--- src/rtl/fast_pkg.sv ---
// Shared types and helpers for the FAST corner collector: the record layout
// and the packing of the frame trailer word.
package fast_pkg;

    localparam int COORD_WIDTH = 10;
    localparam int COUNT_WIDTH = 2 * COORD_WIDTH;

    typedef struct packed {
        logic                   last;
        logic [COORD_WIDTH-1:0] y;
        logic [COORD_WIDTH-1:0] x;
    } corner_rec_t;

    localparam int REC_WIDTH = $bits(corner_rec_t);

    function automatic corner_rec_t make_record(input logic [COORD_WIDTH-1:0] y,
                                                input logic [COORD_WIDTH-1:0] x);
        corner_rec_t rec;
        rec.last = 1'b0;
        rec.y    = y;
        rec.x    = x;
        return rec;
    endfunction

    // The count spans the y/x fields, so {y,x} of a trailer reads back as the count.
    function automatic corner_rec_t make_trailer(input logic [COUNT_WIDTH-1:0] count);
        corner_rec_t rec;
        rec.last = 1'b1;
        rec.y    = count[COUNT_WIDTH-1:COORD_WIDTH];
        rec.x    = count[COORD_WIDTH-1:0];
        return rec;
    endfunction

endpackage

--- src/rtl/fast_corner_collector_fifo.sv ---
// First-word-fall-through FIFO with a registered output word; the head entry
// stays in storage until it is popped, so capacity is exactly DEPTH.
module corner_fifo #(
    parameter int WIDTH = 21,
    parameter int DEPTH = 64
) (
    input  logic             clk,
    input  logic             rst,
    input  logic             wr_en,
    input  logic [WIDTH-1:0] din,
    output logic             full,
    input  logic             rd_en,
    output logic [WIDTH-1:0] dout,
    output logic             empty
);
    localparam int AW = $clog2(DEPTH);

    logic [WIDTH-1:0] mem_q [DEPTH];
    logic [AW:0]      wr_ptr_q, wr_ptr_d;
    logic [AW:0]      rd_ptr_q, rd_ptr_d;
    logic [WIDTH-1:0] dout_q, dout_d;
    logic             valid_q, valid_d;
    logic             do_rd, do_wr;

    // A write into a full FIFO is accepted when the head is popped in the same cycle.
    assign do_rd = rd_en && valid_q;
    assign full  = (wr_ptr_q[AW] != rd_ptr_q[AW]) && (wr_ptr_q[AW-1:0] == rd_ptr_q[AW-1:0]);
    assign do_wr = wr_en && (!full || do_rd);

    always_comb begin
        wr_ptr_d = wr_ptr_q + {{AW{1'b0}}, do_wr};
        rd_ptr_d = rd_ptr_q + {{AW{1'b0}}, do_rd};
        valid_d  = (rd_ptr_d != wr_ptr_q);
        dout_d   = valid_d ? mem_q[rd_ptr_d[AW-1:0]] : dout_q;
    end

    // NOTE: state updates use non-blocking assignments so every flop samples pre-edge values.
    always_ff @(posedge clk or posedge rst) begin
        if (rst) begin
            wr_ptr_q <= '0;
            rd_ptr_q <= '0;
            valid_q  <= 1'b0;
            dout_q   <= '0;
        end else begin
            wr_ptr_q <= wr_ptr_d;
            rd_ptr_q <= rd_ptr_d;
            valid_q  <= valid_d;
            dout_q   <= dout_d;
        end
    end

    // NOTE: the storage array has no reset; the pointers alone define which entries are live.
    always_ff @(posedge clk) begin
        if (do_wr) begin
            mem_q[wr_ptr_q[AW-1:0]] <= din;
        end
    end

    assign dout  = dout_q;
    assign empty = !valid_q;

endmodule

--- src/rtl/fast_corner_collector.sv ---
// Collects FAST_with_NMS corner strobes into {y,x} records, streams them out
// over valid/ready and closes every frame with a trailer carrying the corner count.
module fast_corner_collector
    import fast_pkg::*;
#(
    parameter int COL_NUM    = 640,
    parameter int ROW_NUM    = 480,
    parameter int FIFO_DEPTH = 64
) (
    input  logic                     clk,
    input  logic                     rst,
    input  logic                     iscorner,
    input  logic [COORD_WIDTH-1:0]   x_coord,
    input  logic [COORD_WIDTH-1:0]   y_coord,
    output logic                     m_valid,
    input  logic                     m_ready,
    output logic [2*COORD_WIDTH-1:0] m_data,
    output logic                     m_last,
    output logic                     overflow,
    output logic [15:0]              drop_count
);
    localparam logic [COUNT_WIDTH-1:0] COUNT_MAX = '1;

    logic                   prev_last_q, prev_last_d;
    logic                   trl_pend_q, trl_pend_d;
    logic [COUNT_WIDTH-1:0] count_q, count_d, count_inc;
    logic [COUNT_WIDTH-1:0] trl_count_q, trl_count_d;
    logic                   overflow_q, overflow_d;
    logic [15:0]            drop_q, drop_d;
    logic                   last_px, fe, space, wr_trl, wr_rec, drop;
    logic                   fifo_wr, fifo_full, fifo_empty;
    corner_rec_t            fifo_din, fifo_dout;

    assign last_px = (x_coord == COORD_WIDTH'(COL_NUM - 1)) &&
                     (y_coord == COORD_WIDTH'(ROW_NUM - 1));

    // NOTE: every combinational result gets a default first so no path infers a latch.
    always_comb begin
        prev_last_d = last_px;
        fe          = last_px && !prev_last_q;
        space       = !fifo_full || (m_valid && m_ready);
        wr_trl      = trl_pend_q && space;
        wr_rec      = iscorner && !trl_pend_q && space;
        drop        = iscorner && !wr_rec;
        count_inc   = (iscorner && count_q != COUNT_MAX) ? count_q + 1'b1 : count_q;
        fifo_wr     = wr_trl || wr_rec;
        fifo_din    = wr_trl ? make_trailer(trl_count_q) : make_record(y_coord, x_coord);
        trl_pend_d  = fe || (trl_pend_q && !wr_trl);
        trl_count_d = trl_count_q;
        count_d     = count_inc;
        overflow_d  = overflow_q || drop;
        drop_d      = (drop && drop_q != 16'hFFFF) ? drop_q + 16'd1 : drop_q;
        // The snapshot includes a corner on the last pixel; the new frame starts from zero.
        if (fe) begin
            trl_count_d = count_inc;
            count_d     = '0;
            overflow_d  = 1'b0;
            drop_d      = '0;
        end
    end

    always_ff @(posedge clk or posedge rst) begin
        if (rst) begin
            prev_last_q <= 1'b1;
            trl_pend_q  <= 1'b0;
            count_q     <= '0;
            trl_count_q <= '0;
            overflow_q  <= 1'b0;
            drop_q      <= '0;
        end else begin
            prev_last_q <= prev_last_d;
            trl_pend_q  <= trl_pend_d;
            count_q     <= count_d;
            trl_count_q <= trl_count_d;
            overflow_q  <= overflow_d;
            drop_q      <= drop_d;
        end
    end

    corner_fifo #(
        .WIDTH (REC_WIDTH),
        .DEPTH (FIFO_DEPTH)
    ) u_fifo (
        .clk   (clk),
        .rst   (rst),
        .wr_en (fifo_wr),
        .din   (fifo_din),
        .full  (fifo_full),
        .rd_en (m_ready),
        .dout  (fifo_dout),
        .empty (fifo_empty)
    );

    assign m_valid    = !fifo_empty;
    assign m_data     = {fifo_dout.y, fifo_dout.x};
    assign m_last     = fifo_dout.last;
    assign overflow   = overflow_q;
    assign drop_count = drop_q;

endmodule

--- config.mk ---
export PLATFORM = sky130hd
export DESIGN_NAME = fast_corner_collector
export DESIGN_NICKNAME = d
export VERILOG_FILES = /design/src/rtl/fast_pkg.sv /design/src/rtl/fast_corner_collector_fifo.sv /design/src/rtl/fast_corner_collector.sv
export SDC_FILE = /design/constraint.sdc
export NUM_CORES = 1
export LEC_CHECK = 0
export CAP_MARGIN = 20
export CORE_MARGIN = 4
export CORE_UTILIZATION = 35
export DETAILED_ROUTE_END_ITERATION = 16
export HOLD_SLACK_MARGIN = 0.05
export PLACE_DENSITY_LB_ADDON = 0.1
export SETUP_SLACK_MARGIN = 0.3
export SYNTH_ARGS = -nofsm -noshare
export SYNTH_HDL_FRONTEND = slang
export SYNTH_SLANG_ARGS = --single-unit
--- constraint.sdc ---
create_clock -name clk -period 3.25 [get_ports clk]
set_input_delay 0.325 -clock clk [delete_from_list [all_inputs] [get_ports clk]]
set_output_delay 0.325 -clock clk [all_outputs]
set_load 0.005 [all_outputs]
==> impl_metrics.csv <==
group,metric,value,unit
run_status,status,"finished with violations",
run_status,violations,"negative setup slack",
sta,timing.final.crit_share,1.07,
global_route,grt_max_degree,65,
clocking,numCtsBuffers,154,
pwr,p_clk_frac,0.235,
pwr,switchingPower,24300,uW
synth,postSynth.asyncResetShare,0.0660,
global_route,grt_pass1_vias,29675,
finish,fin_nets,3221,
detailed_routing,drt-met1-wl,72.6,mm
place,dp.cells,5083,
synth,syn_area_per_cell,21.5,um2
job,maxCapViolCount,0,
floorplanning,pin_count,63,
synth,synth_seq_cells,1439,
detailed_routing,wl_met3,8.72,mm
sta,setup_violations,12,
pwr,swShare,0.335,
detailed_routing,first_pass_iters,7,
sta,worst_pin_slew,1.30,ns
place,postPlaceCellArea,63600,um2
worst_setup_path,required,3.99,ns
finish,finalInstanceArea,70200,um2
worst_setup_path,critPathLaunch,"u_fifo.valid_q",
worst_setup_path,regToRegSetupSlack,-0.24,ns
pwr,power_frac_seq,0.299,
global_route,grt_usage,0.193,
detailed_routing,drc_errors,0,
clocking,clk_latency,0.79,ns
finish,seq_area,42700,um2
sta,hold_violations,0,
sta,rsz0062_at_grt,"true",
synth,synthTopCellsByCount,"edfxtp_1, mux4_2, mux2i_1",
finish,fillerInstances,13683,
floorplanning,fp.dieW,409,um
synth,synthFlopType,"edfxtp_1",
worst_setup_path,regToRegEndpoint,"u_fifo.dout[5]",
detailed_routing,highest_layer,"met4",
detailed_routing,wl_per_cell,29.9,um
synth,synth_edf_count,1344,
sta,timing.final.ws_setup,-0.243,ns
synth,ys_types,58,
synth,syn_nets,2648,
floorplanning,rows,146,
sta,slew_violations,0,
worst_setup_path,cp.arrival,4.23,ns
synth,synth_top_area_frac,0.717,
detailed_routing,wl,163,mm
synth,synth_area,56300,um2
pwr,power_frac_comb,0.466,
worst_setup_path,crit_type,"reg -> reg",
sta,fin_skew,0.0291,ns
worst_setup_path,slowest_delay,1.09,ns
floorplanning,core,159000,um2
clocking,clockBufferDepth,3,
detailed_routing,vias,28580,
worst_setup_path,ff2ff_path_depth,12,
synth,synth.yosys.warnings,0,
sta,period_minus_slack,3.49,ns
global_route,antenna_found_initial,6,
sta,hold_slack,0.228,ns
place,portBuffers,62,
worst_setup_path,cp_cell_sequence,"and2_4 -> ha_4 -> ha_4 -> buf_12 -> buf_16 -> buf_4 -> mux4_2 -> mux2i_1 -> buf_4 -> a222oi_1 -> a22o_1 -> mux2_2",
synth,synth.most_common_cell,"edfxtp_1",
worst_setup_path,crit_end,"u_fifo.dout[5]",
worst_setup_path,worst_r2r_startpoint,"u_fifo.valid_q",
synth,synth_area_leaders,"edfxtp_1, mux4_2, dfrtp_1",
global_route,grt_pass1_wl,229,mm
detailed_routing,wl_met2,78.8,mm
clocking,clkSinkCount,1439,
clocking,cts_tree,"done",
synth,syn_inst,2618,
pwr,leakagePower,0.0234,uW
pwr,vdd_ir_drop_max,0.000696,V
worst_setup_path,cpMaxStageDelayCell,"a222oi_1",
pwr,p_int,48200,uW
finish,drive_gt1_frac,0.364,
clocking,cts_root_buf,"clkbuf_16",
clocking,h-tree-depth,4,
worst_setup_path,critPathMaxFanout,7,
sta,slew_headroom,0.131,
place,hpwl,97.5,mm
pwr,powerDensity,1030,nW/um2
floorplanning,die_h,409,um
worst_setup_path,start_kind,"register",
detailed_routing,ant_nets,0,
worst_setup_path,crit_path_end_kind,"register",
finish,final_cells,5457,
synth,synth_top_area_cell,"edfxtp_1",
worst_hold_path,worst_hold_path_type,"in -> reg",
finish,syn2layout_area_growth,24.7,%
detailed_routing,viasPerCell,5.24,
floorplanning,dieArea,167000,um2
synth,synth-seq-area-share,0.759,
detailed_routing,drtIter0Drc,2463,
clocking,clk_pin_slew,0.06,ns
global_route,grt-ovfl-total,0,
finish,multi_input_area,13100,um2
floorplanning,initial_core_util,0.354,
sta,max_freq,286,MHz
place,routabilityCongestion,0.819,
[per-stage QoR]
step / util / total power (uW) / setup WS (ns) / setup TNS, ns
floorplan: - / 36900 / 0.362 / 0
global placement: 0.400 / 51900 / -1.04 / -13.52
detailed placement: 0.400 / 52000 / -1.01 / -14.67
CTS: 0.436 / 71500 / -0.293 / -2.77
global route: 0.441 / 75300 / -0.220 / -1.91
finish: 0.441 / 72500 / -0.243 / -1.22
[registers in the layout, summed over array words and instances (netlist names)]
name and count:
count_q 20, u_fifo.mem_q 1344, prev_last_q 1, trl_count_q 20, trl_pend_q 1, u_fifo.wr_ptr_q 7, drop_count 16, u_fifo.rd_ptr_q 7
u_fifo.valid_q 1, overflow 1, u_fifo.dout 21
[per-layer routing]
metal  track usage  vias to the layer above
met2         0.313                      791
met1         0.275                    15509
met5             0                        -
met4        0.0426                        0
met3        0.0308                      177
li1              -                    12103
[how the worst min path moves through the flow]
stage | start | endpoint | slack [ns] | cells after the start
after detailed placement | trl_count_q[7] | trl_count_q[7] | 0.47 | 2
after global routing | x_coord[0] | prev_last_q | 0.23 | 3
after CTS | x_coord[0] | prev_last_q | 0.17 | 3
after global placement | trl_count_q[18] | trl_count_q[18] | 0.46 | 2
after floorplan | trl_count_q[2] | trl_count_q[2] | 0.44 | 2
final | x_coord[0] | prev_last_q | 0.23 | 3
[timing repair]
| item | in CTS | in global routing |
|---|---|---|
| gates resized for setup | 72 | 87 |
| setup buffers | 42 | 43 |
| endpoints found under the setup margin | 51 | 332 |
| endpoints found under the hold margin | 37 | 0 |
| hold buffers | 1 | 0 |
| cloned | 8 | 4 |
| pin swaps | 26 | 36 |
[final cells by class]
| class | count | share of cell area |
|---|---|---|
| Clock buffer | 190 | 0.0576 |
| Tap cell | 2146 | 0.0383 |
| Timing Repair Buffer | 561 | 0.0964 |
| Clock inverter | 84 | 0.0113 |
| Multi-Input combinational cell | 1023 | 0.187 |
| Antenna cell | 2 | 0.0000713 |
| Inverter | 12 | 0.000678 |
| Sequential cell | 1439 | 0.609 |
[cells by family (layout without fill, tap and decap cells)]
family / count (synthesis) / count (layout) / share of synthesized area
simple gates: 257 / 257 / 0.0217
mux: 547 / 547 / 0.173
other cells: 0 / 2 / 0
fa+ha+maj: 6 / 6 / 0.00133
flops: 1439 / 1439 / 0.759
xor+xnor: 43 / 43 / 0.00709
compound gates: 170 / 170 / 0.0216
buf+inv: 156 / 847 / 0.0159
[power by group through the flow]
stage / combinational, uW / sequential, uW / clock [uW]
after CTS: 32300 / 21700 / 17500
after global placement: 29900 / 22000 / 0
after global routing: 35400 / 21700 / 18200
after detailed placement: 30000 / 22000 / 0
after floorplan: 15100 / 21800 / 0
final: 33800 / 21700 / 17000
[cells in the final DEF, fill, tap and decap left out, drive strengths merged, types with 3 or more instances in the layout]
cell and count:
bufbuf 4, mux4 336, edfxtp 1344, o21ai 24, a21oi 60, and3 6, dfrtp 94, or2 3
a22o 21, nand4b 5, nand3 23, clkinvlp 4, or3 7, clkbuf 194, ha 6, or4 4
and4 4, a21o 4, and2 4, o211ai 3, buf 490, mux2 41, nand2b 4, nor2 114
nand2 52, inv 22, nor3 6, mux2i 170, nand4 13, nor4 3, xnor2 26, clkinv 59
xor2 17, bufinv 11, clkdlybuf4s50 62, nand3b 3, a222oi 42, nor2b 3, o31ai 6
[worst max-delay path: cells and delay by family, from the launching register on]
kind                       cells  cell delay [ns]
DFF                            1             0.39
muxes                          3             0.42
adders and majority gates      2             0.47
AOI/OAI and AO/OA              2             1.34
and+or+nand+nor                1             0.18
buffers and inverters          4             0.62
(Power assumes the default switching activity.)
